[config.mk]
export PLATFORM = sky130hd
export DESIGN_NAME = dual_rail_sweep
export DESIGN_NICKNAME = d
export VERILOG_FILES = /design/src/rtl/dual_rail_sweep_pkg.sv /design/src/rtl/dual_rail_sweep_drv.sv /design/src/rtl/dual_rail_sweep.sv
export SDC_FILE = /design/constraint.sdc
export NUM_CORES = 1
export LEC_CHECK = 0
export ABC_AREA = 1
export ABC_CLOCK_PERIOD_IN_PS = 1500
export BUFFER_PORTS_ARGS = -buffer_cell sky130_fd_sc_hd__buf_2
export CORE_MARGIN = 1
export CORE_UTILIZATION = 35
export CTS_CLUSTER_SIZE = 25
export DETAILED_ROUTE_END_ITERATION = 12
export PLACE_DENSITY = 0.6
export SKIP_LAST_GASP = 1
export SYNTH_ARGS = -nofsm -noshare
export SYNTH_HDL_FRONTEND = slang
export SYNTH_SLANG_ARGS = --single-unit
[constraint.sdc]
create_clock -name clk -period 1.5 [get_ports clk]
set_input_delay 0.3 -clock clk [delete_from_list [all_inputs] [get_ports clk]]
set_output_delay 0.3 -clock clk [all_outputs]
set_load 0.02 [all_outputs]
[src/rtl/dual_rail_sweep_pkg.sv]
// Shared constants and state encoding for the dual-rail truth-table sweeper.
package dual_rail_sweep_pkg;

   localparam int N_VARS = 4;
   localparam int N_VEC  = 16;

   localparam logic [1:0] ST_IDLE   = 2'd0;
   localparam logic [1:0] ST_SETTLE = 2'd1;
   localparam logic [1:0] ST_SAMPLE = 2'd2;
   localparam logic [1:0] ST_DONE   = 2'd3;

   typedef enum logic [1:0] {
      IDLE   = ST_IDLE,
      SETTLE = ST_SETTLE,
      SAMPLE = ST_SAMPLE,
      DONE   = ST_DONE
   } state_t;

endpackage

[src/rtl/dual_rail_sweep_drv.sv]
// Vector index register driving four complementary rail pairs (A = MSB, D = LSB).
module dual_rail_drv
   import dual_rail_sweep_pkg::*;
(
   input  logic              clk,
   input  logic              rst_n,
   input  logic              clr,
   input  logic              inc,
   output logic [N_VARS-1:0] idx,
   output logic              a,
   output logic              not_a,
   output logic              b,
   output logic              not_b,
   output logic              c,
   output logic              not_c,
   output logic              d,
   output logic              not_d
);

   logic [N_VARS-1:0] idx_r;

   // Index register: cleared on an accepted start, advanced after each sample.
   always_ff @(posedge clk or negedge rst_n) begin
      if (!rst_n) begin
         idx_r <= 4'd0;
      end else if (clr) begin
         idx_r <= 4'd0;
      end else if (inc) begin
         idx_r <= idx_r + 4'd1;
      end else begin
         idx_r <= idx_r;
      end
   end

   // Complement rails come straight off the same flops, so they stay exact inverses even in reset.
   assign idx   = idx_r;
   assign a     = idx_r[3];
   assign not_a = ~idx_r[3];
   assign b     = idx_r[2];
   assign not_b = ~idx_r[2];
   assign c     = idx_r[1];
   assign not_c = ~idx_r[1];
   assign d     = idx_r[0];
   assign not_d = ~idx_r[0];

endmodule

[src/rtl/dual_rail_sweep.sv]
// Sweeps all 16 dual-rail input vectors and captures f_in into a truth table.
// Optional golden-table compare is enabled by defining DUAL_RAIL_SWEEP_CHECK_EN.
module dual_rail_sweep
   import dual_rail_sweep_pkg::*;
#(
   parameter int SETTLE_CYCLES = 2
) (
   input  logic             clk,
   input  logic             rst_n,
   input  logic             start,
   input  logic             f_in,
   output logic             a,
   output logic             not_a,
   output logic             b,
   output logic             not_b,
   output logic             c,
   output logic             not_c,
   output logic             d,
   output logic             not_d,
   output logic             busy,
   output logic             done,
   output logic [N_VEC-1:0] tt,
   output logic [4:0]       ones_cnt
`ifdef DUAL_RAIL_SWEEP_CHECK_EN
   ,
   input  logic [N_VEC-1:0] expected_tt,
   output logic             mismatch
`endif
);

   localparam logic [3:0] SETTLE_LAST = 4'(SETTLE_CYCLES - 1);

   state_t            state_r;
   state_t            state_s;
   logic [3:0]        settle_cnt_r;
   logic [N_VARS-1:0] idx_s;
   logic              accept_s;
   logic              sample_s;
   logic              last_s;
   logic [N_VEC-1:0]  tt_next_s;

   dual_rail_drv u_drv (
      .clk   (clk),
      .rst_n (rst_n),
      .clr   (accept_s),
      .inc   (sample_s & ~last_s),
      .idx   (idx_s),
      .a     (a),
      .not_a (not_a),
      .b     (b),
      .not_b (not_b),
      .c     (c),
      .not_c (not_c),
      .d     (d),
      .not_d (not_d)
   );

   // State register.
   always_ff @(posedge clk or negedge rst_n) begin
      if (!rst_n) begin
         state_r <= IDLE;
      end else begin
         state_r <= state_s;
      end
   end

   // Next-state and control strobes; start is only honoured from IDLE or DONE.
   always_comb begin
      state_s   = state_r;
      accept_s  = 1'b0;
      sample_s  = 1'b0;
      last_s    = 1'b0;
      tt_next_s = tt;
      tt_next_s[idx_s] = f_in;
      case (state_r)
         IDLE, DONE: begin
            if (start) begin
               accept_s = 1'b1;
               state_s  = SETTLE;
            end else begin
               state_s  = state_r;
            end
         end
         SETTLE: begin
            if (settle_cnt_r == SETTLE_LAST) begin
               state_s = SAMPLE;
            end else begin
               state_s = SETTLE;
            end
         end
         SAMPLE: begin
            sample_s = 1'b1;
            if (idx_s == 4'd15) begin
               last_s  = 1'b1;
               state_s = DONE;
            end else begin
               state_s = SETTLE;
            end
         end
         default: begin
            state_s = IDLE;
         end
      endcase
   end

   // Settle counter, table capture, minterm count and status flags.
   always_ff @(posedge clk or negedge rst_n) begin
      if (!rst_n) begin
         settle_cnt_r <= 4'd0;
         tt           <= 16'd0;
         ones_cnt     <= 5'd0;
         busy         <= 1'b0;
         done         <= 1'b0;
      end else if (accept_s) begin
         settle_cnt_r <= 4'd0;
         tt           <= 16'd0;
         ones_cnt     <= 5'd0;
         busy         <= 1'b1;
         done         <= 1'b0;
      end else if (sample_s) begin
         settle_cnt_r <= 4'd0;
         tt           <= tt_next_s;
         ones_cnt     <= ones_cnt + {4'd0, f_in};
         busy         <= ~last_s;
         done         <= last_s;
      end else if (state_r == SETTLE) begin
         settle_cnt_r <= settle_cnt_r + 4'd1;
      end else begin
         settle_cnt_r <= settle_cnt_r;
      end
   end

`ifdef DUAL_RAIL_SWEEP_CHECK_EN
   // Golden compare uses the final table including the bit captured on the last sample.
   always_ff @(posedge clk or negedge rst_n) begin
      if (!rst_n) begin
         mismatch <= 1'b0;
      end else if (accept_s) begin
         mismatch <= 1'b0;
      end else if (sample_s && last_s) begin
         mismatch <= (tt_next_s != expected_tt);
      end else begin
         mismatch <= mismatch;
      end
   end
`endif

endmodule

# Word-level counts from Yosys, hierarchy flattened
# Index checks and enable logic that the tools add are counted.
word_totals:
  out_inout_bits: 31
  reg_bits: 33
op_classes:
  n_reduce_logical: 6
  mux: 25
  n_bitwise: 6
  n_lt_le_gt_ge: 2
  addsub: 3
  n_eq_ne: 6
op_table:
  columns: ["operator", "count"]
  rows:
  - ["16-bit 2-to-1 mux", 2]
  - ["4-bit 2-to-1 mux", 5]
  - ["16-bit bitwise mux", 1]
  - ["1-bit 2-to-1 mux", 10]
  - ["5-bit 2-to-1 mux", 2]
  - ["4-bit by 1-bit adder with 4-bit output (second input constant)", 2]
  - ["2-bit 2-to-1 mux", 3]
  - ["2-bit one-hot mux with 3 select lines", 1]
  - ["5-bit by 1-bit adder with 5-bit output", 1]
  - ["4-bit by 5-bit < comparator with 1-bit output (second input constant)", 1]
  - ["1-bit NOT", 5]
  - ["1-bit demux with 4-bit select", 1]
  - ["2-bit equality test (second input constant)", 2]
  - ["4-bit by 1-bit equality test with 1-bit output (second input constant)", 1]
  - ["4-bit equality test (second input constant)", 1]
  - ["4-bit by 1-bit greater-or-equal comparator with 1-bit output (second input constant)", 1]
  - ["2-bit nonzero test", 2]
  - ["3-bit nonzero test", 1]
  - ["2-bit by 1-bit equality test with 1-bit output (second input constant)", 1]
  - ["2-bit zero test", 1]
  - ["2-bit inequality test (second input constant)", 1]
  - ["2-bit OR reduction", 1]
  - ["1-bit bitwise AND", 1]
  - ["1-bit logical AND", 1]

# Depth between registers and ports, before layout
logic_depth:
  ltp_word: 7
  mapped_depth: 9

# By module
# From an unflattened synthesis, not the netlist that was laid out.
hier_totals:
  hier_cells: 248
  area_unflattened_um2: 1811.7
modules_own_cells:
  columns: ["module", "instances", "seq_area_each_um2", "area_per_inst_um2", "cells_per_inst"]
  rows:
  - ["dual_rail_sweep", 1, 725.7, 1570.3, 218]
  - ["dual_rail_drv", 1, 100.1, 241.5, 30]

# Least setup slack after synthesis
# OpenSTA, ideal clock, no wires.
synth_timing:
  path_kind: "register to register"
  from: "register u_drv.idx_r[0], in the netlist u_drv.idx[0]"
  to: "register tt[2]"
  path_stages_with_launch: 8
  setup_ps: 120
  period_less_slack_ps: 1465
  arrival_ps: 1345
  slack_ps: 35
  path_buffers: 0
  path_cell_list: "dfrtp_1 > inv_1 > ha_1 > nand2_1 > inv_1 > nand2_1 > o21ai_0 > inv_1"
synth_via:
  elab_chain_cells: 7
  word_cells_on_any_way: 8
  classes_between: "order compare (2); mux (5); reduce/logical (1)"
synth_lines:
  columns: ["item", "line_no", "source"]
  rows:
  - ["start: declaration", "dual_rail_sweep_drv.sv:20", "logic [N_VARS-1:0] idx_r;"]
  - ["start signal: assignment", "dual_rail_sweep_drv.sv:29", "idx_r <= idx_r + 4'd1;"]
  - ["start signal: assignment", "dual_rail_sweep_drv.sv:31", "idx_r <= idx_r;"]
  - ["4-bit by 5-bit < comparator with 1-bit output (implied by the code) / 4-bit by 1-bit greater-or-equal comparator with 1-bit output (equally long branches)", "dual_rail_sweep.sv:74", "tt_next_s[idx_s] = f_in;"]
  - ["1-bit logical AND (implied by the code)", "dual_rail_sweep.sv:74", null]
  - ["1-bit 2-to-1 mux (implied by the code)", "dual_rail_sweep.sv:74", null]
  - ["1-bit demux with 4-bit select (*)", "dual_rail_sweep.sv:74", null]
  - ["16-bit bitwise mux (*)", "dual_rail_sweep.sv:74", null]
  - ["16-bit 2-to-1 mux (*)", "dual_rail_sweep.sv:120", "end else if (sample_s) begin"]
  - ["16-bit 2-to-1 mux (*)", "dual_rail_sweep.sv:114", "end else if (accept_s) begin"]
  - ["end signal: assignment", "dual_rail_sweep.sv:122", "tt <= tt_next_s;"]
  - ["end: declaration", "dual_rail_sweep.sv:22", "output logic [N_VEC-1:0] tt,"]
# Mark *: on every way between the ends. The rest lies on a longest branch, timed or not. The select of a mux whose other input is x is not followed.
# A chain may end at the register's enable or synchronous reset.

# Worst setup path after layout
layout_timing:
  from: "register u_drv.idx_r[3], in the netlist u_drv.idx[3]"
  to: "output port not_a"
layout_via:
  elab_chain_cells: 1
layout_lines:
  columns: ["item", "line_no", "source"]
  rows:
  - ["1-bit NOT", "dual_rail_sweep_drv.sv:38", "assign not_a = ~idx_r[3];"]
  - ["end: declaration", "dual_rail_sweep.sv:13", "output logic not_a,"]
# Every way passes these cells.

==> flow_summary_export.csv <==
group,metric,value,unit
route,wl_met1,1889,µm
route,first_pass_iters,4,
worst_setup_path,path_class,"register to primary output",
cts,numCtsBuffers,5,
sta,setup_ws,93.84,ps
sta,fin_tns_setup,0,ps
global_routing,grt_pass1_vias,1481,
worst_setup_path,critPathLaunchType,"register",
global_routing,antenna_found_initial,0,
route,drtIter0Drc,107,
worst_setup_path,arrival,1110,ps
cts,clock_path_buffers,2,
cts,cts_max_level,2,
place,preCtsSetupSlack,-15.06,ps
sta,hold_viol_final,0,
logic_synthesis,syn-num-nets,239,
die,io_pins,35,
pwr,total_power,2.743,mW
pwr,p_leak,1.311,nW
route,drt_wl_total,3741,µm
die,rows,25,
die,die_w,72.37,µm
logic_synthesis,syn_area_per_cell,7.702,µm²
logic_synthesis,syn_inst,225,
sta,worst_pin_slew,425.4,ps
place,hpwl,2930,µm
finish,antennaDiodeCount,0,
global_routing,track_usage,0.1642,
pwr,ir_drop,0.0007253,V
cts,cts_root_buf,"clkbuf_8",
route,viasPerCell,4.386,
finish,layout-drive-gt1-share,0.2410,
finish,layout_commonest_cell,"nand2_1",
worst_setup_path,crit_fanout,8,
worst_setup_path,end_kind,"primary output",
logic_synthesis,ys_seq_elements,33,
worst_setup_path,cp.buffers_inverters,2,
route,drc,0,
worst_setup_path,cpPeakStageDelay,540,ps
finish,final_cell_mix,"nand2_1 (64), inv_1 (36), buf_2 (34)",
cts,hold_buffers,0,
die,die_h,72.37,µm
sta,hold_ws,36.08,ps
global_routing,grt_max_degree,34,
die,die_area,5237,µm²
status,status,"complete, no violations",
finish,area_growth,27.94,%
cts,clock-sinks,33,
worst_setup_path,cp_cell_sequence,"inv_2 -> buf_2",
worst_setup_path,crit_required,1200,ps
cts,clk_latency,280,ps
sta,fin_crit_sh,0.9374,
sta,grt_setup_unrepaired,"false",
place,placed_cells,338,
place,placed_cell_area,2097,µm²
pwr,power_density,1237,nW/µm²
place,gp_congestion,0.8177,
worst_setup_path,slowest_stage,"dfrtp_1",
sta,fmax,711.2,MHz
die,initial_utilization,0.3645,
global_routing,grt-ovfl-total,0,
route,wl_per_cell,10.84,µm
sta,clock_skew,5.196,ps
finish,fin_util,0.4663,
cts,cts_tree,"yes",
sta,max-slew-margin-rel,0.7164,
logic_synthesis,syn_area,1733,µm²
sta,setup_violations,0,
sta,min_period,1406,ps
route,ant_nets,0,
route,routed.top_layer,"met4",
finish,fin_nets,292,
route,dr_wl_met3,149,µm
finish,final_cell_area,2217,µm²
place,io_buffers,34,
finish,layout.cells.non_filler,345,
cts,post_cts_buffers,0,
die,core,4755,µm²
worst_hold_path,hold_class,"input pin to asynchronous set/reset pin",
sta,slew_violations,0,
route,met2WireLength,1685,µm
worst_setup_path,cp_top_family,"flip-flops",
cts,clk_pin_slew,60,ps
route,num_vias,1513,
logic_synthesis,ys_warn_count,0,
job,max-cap-violations,0,
global_routing,grt_pass1_wl,6541,µm
logic_synthesis,yosysUniqueCellTypes,20,
logic_synthesis,seq_area_frac_synth,0.4765,
cells in the mapped netlist:
cell type / count / area share
a21oi_1: 3 / 0.0087
a22oi_1: 1 / 0.0043
buf_2: 3 / 0.0087
buf_4: 1 / 0.0043
dfrtp_1: 33 / 0.48
ha_1: 10 / 0.072
inv_1: 36 / 0.078
inv_2: 4 / 0.0087
nand2_1: 65 / 0.14
nand2_2: 1 / 0.0036
nand3_1: 16 / 0.046
nand4_1: 2 / 0.0072
nor2_1: 22 / 0.048
nor2_4: 2 / 0.013
nor3_1: 2 / 0.0058
nor3b_1: 1 / 0.0043
o21a_1: 1 / 0.0043
o21ai_0: 13 / 0.038
o21ai_1: 8 / 0.023
o21ai_2: 1 / 0.0051
worst reg2reg max path, delay by kind of cell, from the launching register on:
kind / cells / cell delay [ps]
AO/OA/AOI/OAI: 1 / 190
adder cells (fa/ha/maj): 1 / 180
AND/OR/NAND/NOR: 2 / 170
buffers and inverters: 3 / 310
flip-flops: 1 / 440
sequential cells by signal, indices dropped and copies added, names as in the netlist:
register and count:
busy 1, done 1, ones_cnt 5, settle_cnt_r 4, state_r 2, tt 16
u_drv.idx 4
routing by layer:
| layer | global-route usage | vias up |
|---|---|---|
| li1 | - | 805 |
| met1 | 0.2182 | 676 |
| met2 | 0.2575 | 30 |
| met3 | 0.05000 | 2 |
| met4 | 0.05011 | 0 |
| met5 | 0 | - |
worst paths after layout:
| kind | slack (ps) | end | start | cells past startpoint |
|---|---|---|---|---|
| setup / recovery | 90 | not_a | u_drv.idx[3]$_DFFE_PN0P_ | 2 |
| hold / removal | 40 | u_drv.idx[3]$_DFFE_PN0P_ | rst_n | 2 |
| setup reg to reg | 110 | tt[1]$_DFFE_PN0P_ | u_drv.idx[1]$_DFFE_PN0P_ | 7 |
| hold reg to reg | 490 | busy$_DFFE_PN0P_ | busy$_DFFE_PN0P_ | 2 |
| max in group asynchronous | 1150 | settle_cnt_r[2]$_DFFE_PN0P_ | rst_n | 2 |
| min in group clk | 340 | tt[15]$_DFFE_PN0P_ | f_in | 3 |
kinds of logic after synthesis:
kind of cell / Yosys count / share of synthesized area
simple gates: 111 / 0.2686
buf+inv: 44 / 0.09964
flops: 33 / 0.4765
compound gates: 27 / 0.08303
fa+ha+maj: 10 / 0.07220
cell type report:
type,count,area (µm²)
repair buffers,50,306.5
multi-input cells,148,764.5
inverters,40,150.1
clock buffers,7,86.33
fillers,510,2537
flip-flops and latches,33,825.8
well taps,67,83.83
power breakdown:
group / leakage [nW] / switching [mW] / internal [mW]
Combinational: 0.819 / 0.592 / 0.400
Sequential: 0.447 / 0.0828 / 1.00
Clock: 0.0443 / 0.300 / 0.364
Total: 1.31 / 0.975 / 1.77
timing repair:
action,CTS,global route
setup endpoints to repair,1,18
hold endpoints to repair,0,0
gates resized for setup,1,8
No activity file was read; power rests on OpenSTA's default activity.
